## src/rtl/pipe_stage_skid.sv

```systemverilog
// pipe_stage_skid: elastic pipeline register carrying a control bundle and a data payload.
// Latency: an entry accepted at a clock edge appears on out_* right after that edge (1 cycle).
// Backpressure: with SKID=1 a second entry absorbs one stall and in_ready is registered.
//               With SKID=0 in_ready is combinational from out_ready/EN.
// Ports:
//   clk, rst            - clock, asynchronous active-high reset
//   CLR                 - synchronous flush of all held entries (counted in flush_count)
//   EN                  - stage enable; 0 stalls both accept and drain
//   in_valid/in_ready   - upstream handshake with in_ctrl/in_data
//   out_valid/out_ready - downstream handshake with out_ctrl/out_data
//   flush_count         - saturating count of valid entries discarded by CLR
module pipe_stage_skid #(
  parameter int DATA_WIDTH  = 32,
  parameter int CTRL_WIDTH  = 12,
  parameter int SKID        = 1,
  parameter int COUNT_WIDTH = 8
) (
  input  logic                   clk,
  input  logic                   rst,
  input  logic                   CLR,
  input  logic                   EN,
  input  logic                   in_valid,
  output logic                   in_ready,
  input  logic [CTRL_WIDTH-1:0]  in_ctrl,
  input  logic [DATA_WIDTH-1:0]  in_data,
  output logic                   out_valid,
  input  logic                   out_ready,
  output logic [CTRL_WIDTH-1:0]  out_ctrl,
  output logic [DATA_WIDTH-1:0]  out_data,
  output logic [COUNT_WIDTH-1:0] flush_count
);

  logic                  main_valid;
  logic [CTRL_WIDTH-1:0] main_ctrl;
  logic [DATA_WIDTH-1:0] main_data;

  logic                  skid_valid;
  logic [CTRL_WIDTH-1:0] skid_ctrl;
  logic [DATA_WIDTH-1:0] skid_data;

  logic acc;
  logic drn;
  logic main_free;

  assign drn       = main_valid & out_ready & EN;
  assign acc       = in_valid & in_ready & EN;
  // Main can take a new entry this edge if it is empty or its entry leaves.
  assign main_free = !main_valid | drn;

  // Main register: the skid entry always has priority over new input,
  // which keeps the stream in order.
  always_ff @(posedge clk or posedge rst) begin
    if (rst) begin
      main_valid <= 1'b0;
      main_ctrl  <= '0;
      main_data  <= '0;
    end else if (CLR) begin
      main_valid <= 1'b0;
      main_ctrl  <= '0;
      main_data  <= '0;
    end else if (main_free) begin
      if (skid_valid) begin
        main_valid <= 1'b1;
        main_ctrl  <= skid_ctrl;
        main_data  <= skid_data;
      end else if (acc) begin
        main_valid <= 1'b1;
        main_ctrl  <= in_ctrl;
        main_data  <= in_data;
      end else begin
        // Payload is kept on a bubble; only valid drops.
        main_valid <= 1'b0;
      end
    end
  end

  generate
    if (SKID != 0) begin : g_skid
      logic skid_cap;

      // Capture when main stays occupied, or when main is busy taking the
      // older skid entry on this same edge.
      assign skid_cap = acc & ((main_valid & !drn) | (main_free & skid_valid));

      always_ff @(posedge clk or posedge rst) begin
        if (rst) begin
          skid_valid <= 1'b0;
          skid_ctrl  <= '0;
          skid_data  <= '0;
        end else if (CLR) begin
          skid_valid <= 1'b0;
          skid_ctrl  <= '0;
          skid_data  <= '0;
        end else if (skid_cap) begin
          skid_valid <= 1'b1;
          skid_ctrl  <= in_ctrl;
          skid_data  <= in_data;
        end else if (skid_valid && main_free) begin
          skid_valid <= 1'b0;
        end
      end

      // Straight from a flop: upstream never sees a path from out_ready.
      assign in_ready = !skid_valid;
    end else begin : g_noskid
      assign skid_valid = 1'b0;
      assign skid_ctrl  = '0;
      assign skid_data  = '0;
      assign in_ready   = !main_valid | (out_ready & EN);
    end
  endgenerate

  // Flush accounting: add the number of valid entries being discarded,
  // clamped at all-ones. One extra bit is enough since at most 2 are added.
  logic [1:0]             flush_n;
  logic [COUNT_WIDTH:0]   flush_sum;

  assign flush_n   = {1'b0, main_valid} + {1'b0, skid_valid};
  assign flush_sum = {1'b0, flush_count} + (COUNT_WIDTH+1)'(flush_n);

  always_ff @(posedge clk or posedge rst) begin
    if (rst) begin
      flush_count <= '0;
    end else if (CLR) begin
      flush_count <= flush_sum[COUNT_WIDTH] ? '1 : flush_sum[COUNT_WIDTH-1:0];
    end
  end

  assign out_valid = main_valid;
  // Bubbles carry zero control so no write enables leak downstream.
  assign out_ctrl  = main_valid ? main_ctrl : '0;
  assign out_data  = main_data;

endmodule

```

## config.mk

```make
export PLATFORM = sky130hd
export DESIGN_NAME = pipe_stage_skid
export DESIGN_NICKNAME = d
export VERILOG_FILES = /design/src/rtl/pipe_stage_skid.sv
export SDC_FILE = /design/constraint.sdc
export NUM_CORES = 1
export LEC_CHECK = 0
export CORE_MARGIN = 2
export CORE_UTILIZATION = 30
export DETAILED_ROUTE_END_ITERATION = 8
export HOLD_SLACK_MARGIN = 0.06
export SYNTH_ARGS = -nofsm -noshare
export SYNTH_HDL_FRONTEND = slang
export SYNTH_SLANG_ARGS = --single-unit
```

## constraint.sdc

```tcl
create_clock -name clk -period 3.9 [get_ports clk]
set_input_delay 0.78 -clock clk [delete_from_list [all_inputs] [get_ports clk]]
set_output_delay 0.78 -clock clk [all_outputs]
set_load 0.02 [all_outputs]
```

# Word level (Yosys, flattened, before mapping)
# Cells that the tools add are included.
# word_totals
register_bits	98
input_bits	50
# op_classes
add_sub_neg	2
muxes	21
bitwise_logic	9
n_reduce_logical	9
# ops
operator	count
$mux W32	6
$mux W12	7
$add A8 B2 Y9	1
$mux W8	1
$and A1 B1 Y1	7
$mux W1	7
$reduce_bool A3 Y1	2
$reduce_bool A2 Y1	2
$logic_not A1 Y1	3
$add A1 B1 Y2	1
$or A1 B1 Y1	2
$reduce_and A2 Y1	1
$logic_and A1 B1 Y1	1

# Longest topological paths before layout
# depth
ltp_word	8
depth_mapped	6

# Worst setup path before layout
# No wires, ideal clock.
# synth_timing
path_kind	flip-flop to flip-flop
from	register main_valid (netlist: out_valid)
to	register flush_count[6]
setup_time_ps	82
arrival_ps	1745
t_required_ps	3818
slack_ps	2073
stages_incl_launch_ff	6
path_buffers	0
period_less_slack_ps	1827
path_cell_list	dfrtp_1 fa_1 ha_1 and4_1 and2_1 a31oi_1
# synth_via
elab_chain_cells	3
# synth_rtl
element	line_no	source
start, declared	33	logic main_valid;
start signal, assigned	54	main_valid <= 1'b0;
start signal, assigned	58	main_valid <= 1'b0;
start signal, assigned	63	main_valid <= 1'b1;
$add A1 B1 Y2	118	assign flush_n = {1'b0, main_valid} + {1'b0, skid_valid};
$add A8 B2 Y9	119	assign flush_sum = {1'b0, flush_count} + (COUNT_WIDTH+1)'(flush_n);
$mux W8	125	flush_count <= flush_sum[COUNT_WIDTH] ? '1 : flush_sum[COUNT_WIDTH-1:0];
end signal, assigned	125	
end, declared	30	output logic [COUNT_WIDTH-1:0] flush_count
# Every way passes these cells.
# A chain may end at the register's enable or synchronous reset.

# Worst setup path after layout
# layout_timing
from	register main_valid (netlist: out_valid)
to	output port out_ctrl[7]
# layout_via
elab_chain_cells	1
# layout_rtl
element	line_no	source
$mux W12	131	assign out_ctrl = main_valid ? main_ctrl : '0;
end, declared	28	output logic [CTRL_WIDTH-1:0] out_ctrl,
# Every way passes these cells.

==> metrics.md <==
| Metric | Value |
|---|---|
| Outcome | finished clean |
| Number of vias per cell | 5.19 |
| Number of stages on the worst hold path | 1 |
| Maximum clock insertion buffer count | 2 |
| Number of distinct standard cells referenced by the synthesized netlist | 32 |
| Total setup buffers inserted after CTS | 0 |
| Yosys warning count | 0 |
| Instance area at placement | 0.00575 sq mm |
| Maximum number of pins on one net before global-route repair | 68 |
| Top flip-flop cell by instance count after synthesis | dfrtp_1 |
| Minimum setup slack after placement | 1070 ps |
| Internal power consumption | 1.74 mW |
| Global Route Usage Sum | 0.148 |
| Flip-flop and latch count after synthesis | 98 |
| Clock tree from TritonCTS | built |
| EDFF count, synth | 0 |
| Routed WL per cell | 18.2 um |
| Summed negative setup slack over all endpoints | 0 ps |
| Cell taking the most area after synthesis | dfrtp_1 |
| Startpoint of the lowest-slack register-to-register path | out_valid |
| Logic depth of the worst register-to-register path | 5 |
| Initial antenna violation count | 0 |
| Buffers added on ports | 103 |
| HPWL Detailed | 7.19 mm |
| Final Routed Wirelength | 11.8 mm |
| Overall die width | 128 um |
| RSZ-0062 raised after global routing | false |
| Proportion of total power due to net switching | 0.286 |
| Later-pin clock latency in the skew report | 350 ps |
| Most frequent cells after synthesis | 98 x dfrtp_1, 50 x a21oi_1, 47 x mux2i_1 |
| ANT cells | 0 |
| Net switching power of the design | 0.695 mW |
| Worst min path class | reg2reg |
| Clock sinks | 98 |
| Total power draw | 2.44 mW |
| Critical path start-end classification | reg2out |
| Die Area | 0.0164 sq mm |
| Summed area of non-filler cells in the final layout | 0.00603 sq mm |
| Final number of hold-violating endpoints | 0 |
| Fraction of power consumed by sequential logic | 0.466 |
| Deepest level of the CTS H-tree | 3 |
| Cell with the largest stage delay on the worst path | dfrtp_1 |
| Worst slew margin relative to its limit | 0.439 |
| Maximum resistive drop on vdd | 0.308 mV |
| Die height | 128 um |
| Placer congestion estimate | 0.794 |
| CTS buffer count | 9 |
| Placeable core area | 0.0151 sq mm |
| Start point of the worst min-delay path | skid_ctrl[7] |
| Async set-reset flop share out of synthesis | 1.00 |
| Clock edge transition at the registers on the reported setup and hold paths | 70 ps |
| Setup violators final | 0 |
| CP delay by family, top | flip-flops |
| Antenna violation net count after detailed routing | 0 |
| Filler Cell Count | 1441 |
| PwrDens | 404 mW/mm^2 |
| Worst min-delay path endpoint | skid_ctrl[7] |
| First drt pass iteration count | 4 |
| Final count of pins violating max slew | 0 |
| Critical path, cell by cell | and2_1 > clkdlybuf4s50_1 |
| Post-Synthesis Cell Area | 0.00463 sq mm |
| Final std cells w/o fill | 645 |
| Share of post-route cells with drive strength above 1 | 0.160 |
| RR Endpoint | flush_count[6] |
| Cell with the most instances after synthesis | dfrtp_1 |
| Setup Skew | 6.76 ps |
| Max-cap violations | 0 |
| Measured slew at the worst slew-check pin | 842 ps |
| Wire length of the first global-routing pass | 18.9 mm |
| Area share of the largest cell type after synthesis | 0.529 |
| Max Clk Rate | 364 MHz |
| Gate count of the mapped netlist | 365 |
| Number of instances resized during post-cts repair | 0 |
| Gr ovfl total | 0 |
| Final Hold Slack | 504 ps |
| Clock share of power | 0.345 |
| Starting DRC count in detailed routing | 116 |
| Clock period minus worst slack | 2750 ps |
| Combinational fraction of design power | 0.188 |
| Kind of start point of the critical path | flop |
| Endpoint kind of the worst setup timing path | output pin |
| Worst endpoint required time | 3120 ps |
| Crit path buf inv count | 1 |
| Arrival time reported for the critical path endpoint | 1970 ps |
| Average size of a mapped cell | 12.7 sq um |
| Synthesis-to-finish area growth | 30.1% |
| DRC viols | 0 |
| Placed insts | 629 |
| Hold buffers post-CTS | 0 |
| Maximum net fanout on the critical path | 17 |
| Reg2Reg Setup Slack | 1810 ps |
| Worst Setup Slack, final | 1150 ps |
| Top cells by area, synth | dfrtp_1 53%, a211oi_2 11%, mux2i_1 10% |
| Initial Utilization | 0.306 |
| Number of placed I/O pins | 104 |
| Number of vias in the routed layout | 3347 |
| Clock tree root buffer cell | clkbuf_16 |
| Sequential share of the synthesized area | 0.529 |
| Slowest Stage Delay on Critical Path | 740 ps |
| Placement row count | 45 |
| Fin nets | 504 |
| Utilization after layout | 0.398 |
| Vias in the first global route | 3518 |
| Final worst-path cycle share | 0.704 |
| Static leakage power | 2.40 nW |
| Post-synthesis net count | 417 |
==> state kept, by name (all words and copies together), names as in the netlist <==
signal / count
flush_count: 8
main_ctrl: 12
out_data: 32
out_valid: 1
skid_ctrl: 12
skid_data: 32
skid_valid: 1
==> worst max path at each step <==
stage | start | endpoint | cells after the start
2_1_floorplan | rst | flush_count[0] | 1
3_3_place_gp | out_ready | skid_ctrl[10] | 5
3_5_place_dp | out_ready | skid_ctrl[1] | 5
4_1_cts | out_valid | out_ctrl[7] | 2
5_1_grt | out_valid | out_ctrl[7] | 2
6_report | out_valid | out_ctrl[7] | 2
==> power groups by stage <==
stage          Clock, mW  Sequential (mW)  Combinational (mW)
2_1_floorplan          0             1.20               0.204
3_3_place_gp           0             1.15               0.458
3_5_place_dp           0             1.15               0.463
4_1_cts            0.874             1.14               0.465
5_1_grt            0.909             1.15               0.499
6_report           0.841             1.14               0.459
==> cell usage in the layout (no fill, tap or decap), drive strengths merged, types with 6 or more instances in the layout <==
cell type	count
a211oi	44
a21oi	51
a22o	44
and2	14
buf	9
clkbuf	10
clkdlybuf4s50	102
dfrtp	98
mux2i	47
nand2	6
==> final cells by class <==
type                            instances  area (sq um)  area share
Tap cell                              188           235      0.0390
Multi-Input combinational cell        229          1960       0.324
Sequential cell                        98          2450       0.407
Clock inverter                          6          41.3     0.00685
Timing Repair Buffer                  111          1090       0.181
Inverter                                3          13.8     0.00228
Clock buffer                           10           239      0.0397
==> logic make-up (layout without fill, tap and decap cells) <==
family                     Yosys count  after routing  share of synthesized area
AOI/OAI and AO/OA                  145            145                      0.263
DFF                                 98             98                      0.529
muxes                               48             48                      0.104
buffers and inverters               38            130                     0.0502
and+or+nand+nor                     34             34                     0.0462
adders and majority gates            2              2                    0.00702
==> layer usage <==
| layer | track usage | vias up | part of all wire |
|---|---|---|---|
| met1 | 0.191 | 1693 | 0.44 |
| met3 | 0.0488 | 9 | 0.061 |
| met4 | 0.0375 | 0 | 0.0093 |
| met2 | 0.241 | 93 | 0.49 |
| li1 | - | 1552 | - |
| met5 | 0 | - | 0 |
No activity file was read; power rests on OpenSTA's default activity.
